`config.mk`:
```
export PLATFORM = sky130hd
export DESIGN_NAME = traffic_gen
export DESIGN_NICKNAME = d
export VERILOG_FILES = /design/src/rtl/traffic_gen.sv
export SDC_FILE = /design/constraint.sdc
export NUM_CORES = 1
export LEC_CHECK = 0
export CORE_MARGIN = 3
export CORE_UTILIZATION = 48
export DETAILED_ROUTE_END_ITERATION = 8
export PLACE_DENSITY = 0.76
export REMOVE_ABC_BUFFERS = 1
export SYNTH_ARGS = -nofsm -noshare
export SYNTH_HDL_FRONTEND = slang
export SYNTH_SLANG_ARGS = --single-unit
```
`constraint.sdc`:
```
create_clock -name clk -period 1.9 [get_ports clk]
set_input_delay 0.38 -clock clk [delete_from_list [all_inputs] [get_ports clk]]
set_output_delay 0.38 -clock clk [all_outputs]
set_load 0.01 [all_outputs]
```
`src/rtl/traffic_gen.sv`:
```
// traffic_gen: multi-channel pseudo-random traffic source.
// Each channel runs a free-running Galois LFSR. While the generator is in RUN,
// a channel offers a payload whenever the low byte of its LFSR is below 'rate'.
// Accepted transfers are counted per channel.
// Optional feature: define TRAFFIC_GEN_SAT_EN to make the per-channel counters
// saturate at all-ones instead of wrapping.
//
// Handshake (per channel c): valid[c]/data[c] form the offer. A transfer
// happens on an edge where valid[c]=1 and ready[c]=1. Once valid[c] is raised,
// valid[c] and data[c] stay frozen until that transfer. ready[c] has no effect
// while valid[c]=0.
module traffic_gen #(
    parameter int               CHANNELS = 4,
    parameter int               WIDTH    = 32,
    parameter logic [WIDTH-1:0] TAPS     = WIDTH'(32'h80200003),
    parameter logic [WIDTH-1:0] SEED     = WIDTH'(1),
    parameter int               CNT_BITS = 8
) (
    input  logic                         clk,
    input  logic                         reset,
    input  logic                         send,
    input  logic [7:0]                   rate,
    input  logic [CHANNELS-1:0]          ready,
    output logic [CHANNELS-1:0]          valid,
    output logic [CHANNELS*WIDTH-1:0]    data,
    output logic [CHANNELS*CNT_BITS-1:0] count,
    output logic                         done,
    output logic [1:0]                   state_dbg
);

    typedef enum logic [1:0] {
        IDLE  = 2'd0,
        RUN   = 2'd1,
        DRAIN = 2'd2,
        DONE  = 2'd3
    } state_t;

    state_t state;

    assign state_dbg = state;

    // Control FSM; done is registered and tracks residency in DONE.
    always_ff @(posedge clk) begin
        if (!reset) begin
            state <= IDLE;
            done  <= 1'b0;
        end else begin
            case (state)
                IDLE: begin
                    if (send) state <= RUN;
                end
                RUN: begin
                    if (!send) state <= DRAIN;
                end
                DRAIN: begin
                    // send is ignored here; only outstanding offers matter
                    if (valid == '0) begin
                        state <= DONE;
                        done  <= 1'b1;
                    end
                end
                DONE: begin
                    if (send) begin
                        state <= RUN;
                        done  <= 1'b0;
                    end
                end
                default: begin
                    state <= IDLE;
                    done  <= 1'b0;
                end
            endcase
        end
    end

    for (genvar c = 0; c < CHANNELS; c++) begin : g_ch
        logic [WIDTH-1:0]    lf;
        logic [WIDTH-1:0]    dat;
        logic [CNT_BITS-1:0] cnt;
        logic                vld;
        logic                hit;
        logic                gen;

        // A draw hits when the LFSR low byte is strictly below the threshold,
        // so rate=0 never hits.
        assign hit = (lf[7:0] < rate);
        assign gen = (state == RUN) && hit;

        // Per-channel LFSR, offer register and transfer counter.
        always_ff @(posedge clk) begin
            if (!reset) begin
                lf  <= SEED + WIDTH'(c);
                vld <= 1'b0;
                dat <= '0;
                cnt <= '0;
            end else begin
                lf <= (lf >> 1) ^ (lf[0] ? TAPS : '0);
                if (vld && ready[c]) begin
`ifdef TRAFFIC_GEN_SAT_EN
                    if (cnt != '1) cnt <= cnt + 1'b1;
`else
                    cnt <= cnt + 1'b1;
`endif
                    // back-to-back: reload immediately if this cycle hits
                    if (gen) dat <= lf;
                    else     vld <= 1'b0;
                end else if (!vld && gen) begin
                    vld <= 1'b1;
                    dat <= lf;
                end
            end
        end

        assign valid[c]                     = vld;
        assign data[c*WIDTH +: WIDTH]       = dat;
        assign count[c*CNT_BITS +: CNT_BITS] = cnt;
    end

endmodule

```
Word level (Yosys, flattened, before mapping)
Cells that the tools add are included.

operators by class
  add/sub/neg operators = 4
  magnitude comparators = 4
  equal/unequal tests = 15
  muxes and demuxes = 35
  bitwise operators = 4
  reduce and logical (&&, ||, !) cells = 34

operator list
  operator                                                          number
  32-bit two-way mux                                                16
  31-bit by 32-bit bitwise XOR with 32-bit output                   4
  8-bit by 1-bit adder with 8-bit output (second input constant)    4
  8-bit less-than comparator                                        4
  2-bit != test (second input constant)                             11
  2-bit AND reduction                                               8
  1-bit two-way mux                                                 14
  1-bit logical AND                                                 12
  2-bit nonzero test                                                5
  2-bit two-way mux                                                 3
  2-bit case mux with 3 select lines                                1
  3-bit AND reduction                                               2
  2-bit == test (second input constant)                             2
  1-bit zero test                                                   4
  4-bit zero test                                                   1
  2-bit by 1-bit == test with 1-bit output (second input constant)  1
  2-bit zero test                                                   1
  2-bit by 1-bit != test with 1-bit output (second input constant)  1
  1-bit case mux with 2 select lines                                1
  2-bit OR reduction                                                1

storage, ports and cells
  flip-flop bits (word level) = 295
  input bits = 15
  output and inout bits = 167
  word-level logic and storage cells = 114

Logic depth before layout (Yosys ltp)
  depth after elaboration = 5
  depth in mapped cells = 7
  gate-level depth less buffers = 6

Worst setup path after synthesis
No wires, ideal clock.

  path kind = input-to-reg
  start point = input port rate[6]
  end point = register g_ch[2].dat[10]
  setup time = 120 ps
  arrival time = 1783 ps
  data required time = 1780 ps
  setup slack = -2 ps
  stages = 7
  buffers on the path = 1
  cell sequence = inv_1 > ha_1 > a21o_1 > a221oi_1 > o31ai_4 > buf_6 > mux2i_1

between the ends
  word-level cells in the longest chain between the ends = 5
  elaborated cells on any way between the ends = 6
  classes of those cells = order compare (1); eq/ne (1); reduce/logical (4)

RTL lines
  element                          line  RTL
  from (decl)                      22    input logic [7:0] rate,
  8-bit less-than comparator *     86    assign hit = (lf[7:0] < rate);
  1-bit logical AND *              87    assign gen = (state == RUN) && hit;
  1-bit logical AND                107   end else if (!vld && gen) begin
  2-bit nonzero test (no line)     -
  2-bit AND reduction (no line) *  -
  to (signal assigned)             105   if (gen) dat <= lf;
  to (signal assigned)             109   dat <= lf;
  to (decl)                        78    logic [WIDTH-1:0] dat;

Mark *: on every way between the ends. The rest lies on a longest branch, timed or not.
A chain may end at the register's enable or synchronous reset.

Final worst setup path
  start point = input port rate[4]
  end point = register g_ch[2].dat[23]

The elaborated chain is that of the path after synthesis.

==> flow_summary_export.csv <==
group,metric,value,unit
cts,cts_root_buf,"clkbuf_16",
synth,netlist_area,10900,um2
route,route.final.wire_length,22400,um
cts,tritoncts,"yes",
cts,ctsLongestPathBuffers,3,
synth,synthesis_stage_register_bit_count,295,
global_routing,overflow_after_grt,0,
synth,synth.most_common_cell,"dfxtp_1",
critical_path,crit-reg2reg-launch,"g_ch[2].lf[2]",
timing,finalMaxSlewViolations,0,
place,dp.final_hpwl,15000,um
route,detailedRoute.firstIterationViolations,331,
critical_path,rr_worst_depth,7,
pwr,max-vdd-ir-drop,0.000738,V
cts,cts-hold-fix-buffers,0,
status,violations,"setup timing",
pwr,leakagePower,7.50,nW
synth,synth_warnings,0,
timing,worst_clock_skew,0.0119,ns
route,drtAntennaViolNets,0,
route,viasPerCell,4.73,
synth,yosysTopAreaCellShare,54.4,%
die,initial_utilization,49.3,%
die,die_width,156,um
layout,syn_to_final_growth,33.3,%
critical_path,worst-r2r-setup-slack,0.03,ns
global_routing,grtUsageTotal,17.5,%
cts,clock_tree.htree_level_count,1,
route,dr_total_vias,7665,
cts,clk_latency,0.55,ns
layout,multiInputGateArea,4260,um2
place,port_buffers,181,
pwr,power.combinational.fraction,20.5,%
timing,final_hold_viol_count,0,
die,row_count,54,
hold_path,min_from,"reset",
critical_path,arrival,2.33,ns
synth,synth_cells,1113,
synth,synth_top_area_cell,"dfxtp_1",
place,gp_routability_congestion,0.789,
synth,synth.avg_cell_area,9.76,um2
timing,whs,0.252,ns
pwr,clock_network_fraction_of_total_power,37.4,%
layout,num-nets-final,1370,
hold_path,hold_depth,2,
die,fp.dieH,156,um
layout,filler_cell_count,1761,
die,design.core.area,22000,um2
timing,slew_headroom,68.8,%
synth,ys_top_cells_by_area,"dfxtp_1 54%, mux2i_1 12%, nand2_1 9.7%",
timing,setup_slack,-0.00331,ns
route,detail_route.wirelength.met1,10000,um
route,maxUsedRoutingLayer,"met5",
cts,clkSinkCount,295,
critical_path,ff_to_ff_end,"g_ch[2].dat[23]",
hold_path,timing.hold.worst.class,"input pin to register",
route,wl_met2,10300,um
critical_path,worst_ep_required_time,2.33,ns
cts,cts-buffers-inserted,30,
critical_path,setup.worst_path.end_class,"register",
synth,synth-edff-count,0,
synth,synth_async_sr_flop_share,0,%
timing,post-route-period-util,100,%
place,placedCellCount,1559,
layout,utilization,65.7,%
synth,synth.distinct_cells,35,
critical_path,critical_path.max_fanout,7,
pwr,powerDensity,1090,nW/um2
pwr,power_switching_share,26.1,%
global_routing,first_global_vias,7484,
pwr,power_report.internal_total,11.7,mW
route,firstDrtPassIters,4,
layout,antenna_diode_instance_count,0,
synth,leading_cell_types_by_count_after_synthesis,"295 x dfxtp_1, 281 x nand2_1, 135 x inv_1, 132 x mux2i_1, 38 x clkbuf_1",
global_routing,grt_start_max_net_pins,66,
layout,layout.area.seq,5920,um2
synth,synth.yosys.seq_area_share,54.4,%
pwr,net_switching_power_of_the_design,4.13,mW
timing,achievable-frequency,0.525,GHz
route,met3WireLength,1580,um
route,detail_route.wl_per_cell,13.8,um
layout,post_route_cells_drive_above_1_share,10.7,%
hold_path,whs_endpoint,"g_ch[0].lf[0]",
die,design.portCount,182,
critical_path,worst_setup_path_start_kind,"input pin",
cts,clk_pin_slew,0.06,ns
global_routing,grt_antenna_before_repair,2,
status,status,"complete, but fails checks",
timing,grt_setup_unrepaired,"true",
run,max-cap-violations,0,
critical_path,crit_type,"input pin to register",
critical_path,cp-startpoint,"rate[4]",
synth,synth_flop_cell,"dfxtp_1",
timing,tightestPinTransition,0.463,ns
layout,instances_no_fill,1621,
route,drc_errors,0,
die,die_area,24500,um2
pwr,seq_power_share,42.1,%
global_routing,grt_pass1_wl,35800,um
timing,min_period,1.90,ns
timing,finish_stage_setup_viols,2,
final cells by class:
type,instances,area share [%]
Sequential cell,295,40.9
Multi-Input combinational cell,629,29.4
Timing Repair Buffer,228,16.7
Clock buffer,41,6.02
Inverter,135,3.50
Tap cell,280,2.42
Clock inverter,13,1.06
through the flow:
step / setup TNS [ns] / power (mW) / setup slack, ns / cell area [um2]
CTS: 0 / 15.6 / 0.00562 / 14200
global placement: -70.75 / 9.66 / -0.554 / 13100
global route: -0.351 / 16.5 / -0.0328 / 14500
detailed placement: -75.50 / 9.70 / -0.623 / 13100
finish: -0.00405 / 15.8 / -0.00331 / 14500
floorplan: -81.44 / 8.51 / -0.642 / 10600
worst max-delay path by stage:
stage / depth (start not counted) / to
5_1_grt: 9 / g_ch[2].dat[15]
3_3_place_gp: 9 / g_ch[3].dat[16]
4_1_cts: 8 / g_ch[1].dat[12]
2_1_floorplan: 6 / g_ch[0].dat[0]
6_report: 9 / g_ch[2].dat[23]
3_5_place_dp: 8 / g_ch[2].dat[23]
cell usage in the layout, fill, tap and decap left out, types with 4 or more instances in the layout:
cell / n
buf_12: 11
or3_1: 10
a21oi_1: 4
nand3_1: 15
o21a_1: 4
dlygate4sd2_1: 20
clkdlybuf4s50_1: 139
dfxtp_1: 286
mux2i_1: 129
clkinvlp_4: 4
dlymetal6s2s_1: 21
ha_4: 5
a21boi_0: 14
ha_1: 29
inv_2: 6
clkbuf_16: 33
a221oi_2: 4
inv_1: 129
o31ai_1: 4
xnor2_1: 19
o31ai_4: 4
nand2b_1: 9
a21o_1: 4
o21ai_0: 6
a21oi_2: 5
nand2_1: 281
nand4_1: 7
nor4_1: 4
dfxtp_2: 8
clkbuf_8: 9
nor2b_1: 4
xor2_1: 15
buf_4: 30
and2_1: 30
power by group through the flow:
stage / logic, mW / clock network (mW) / registers (mW)
floorplan: 1.70 / 0 / 6.81
global placement: 2.89 / 0 / 6.77
detailed placement: 2.92 / 0 / 6.78
CTS: 2.91 / 6.06 / 6.65
global route: 3.45 / 6.32 / 6.69
finish: 3.24 / 5.90 / 6.65
critical path: stages:
cell and delay [ns]:
clkdlybuf4s50_1 0.47, inv_2 0.09, ha_4 0.18, or4_4 0.49, a21oi_4 0.17, o31ai_4 0.10, buf_12 0.15, buf_16 0.15
mux2i_2 0.14
cell families (layout without fill, tap and decap cells):
logic type | Yosys count | count (layout) | synth area share [%]
adder cells (fa/ha/maj) | 36 | 36 | 4.15
multiplexers | 132 | 132 | 12.2
flip-flops | 295 | 295 | 54.4
AO/OA/AOI/OAI | 54 | 54 | 4.18
buffers and inverters | 189 | 417 | 7.50
XOR/XNOR | 34 | 34 | 2.74
AND/OR/NAND/NOR | 373 | 373 | 14.9
state kept, by name (all words and copies together), names as in the netlist:
signal / flops
g_ch.cnt: 32
g_ch.vld: 4
done: 1
state_dbg: 2
g_ch.dat: 128
g_ch.lf: 128
timing repair:
action,4_1_cts,5_1_grt
endpoints found under the setup margin,112,138
pin swaps,0,3
setup buffers,1,3
gates cloned,0,5
resized for setup,36,44
routing by layer:
layer,up-vias,global-route usage [%]
li1,3928,-
met1,3529,22.5
met2,162,28.2
met3,42,5.95
met4,4,4.59
met5,-,0
Power figures use the tool's default switching activity.
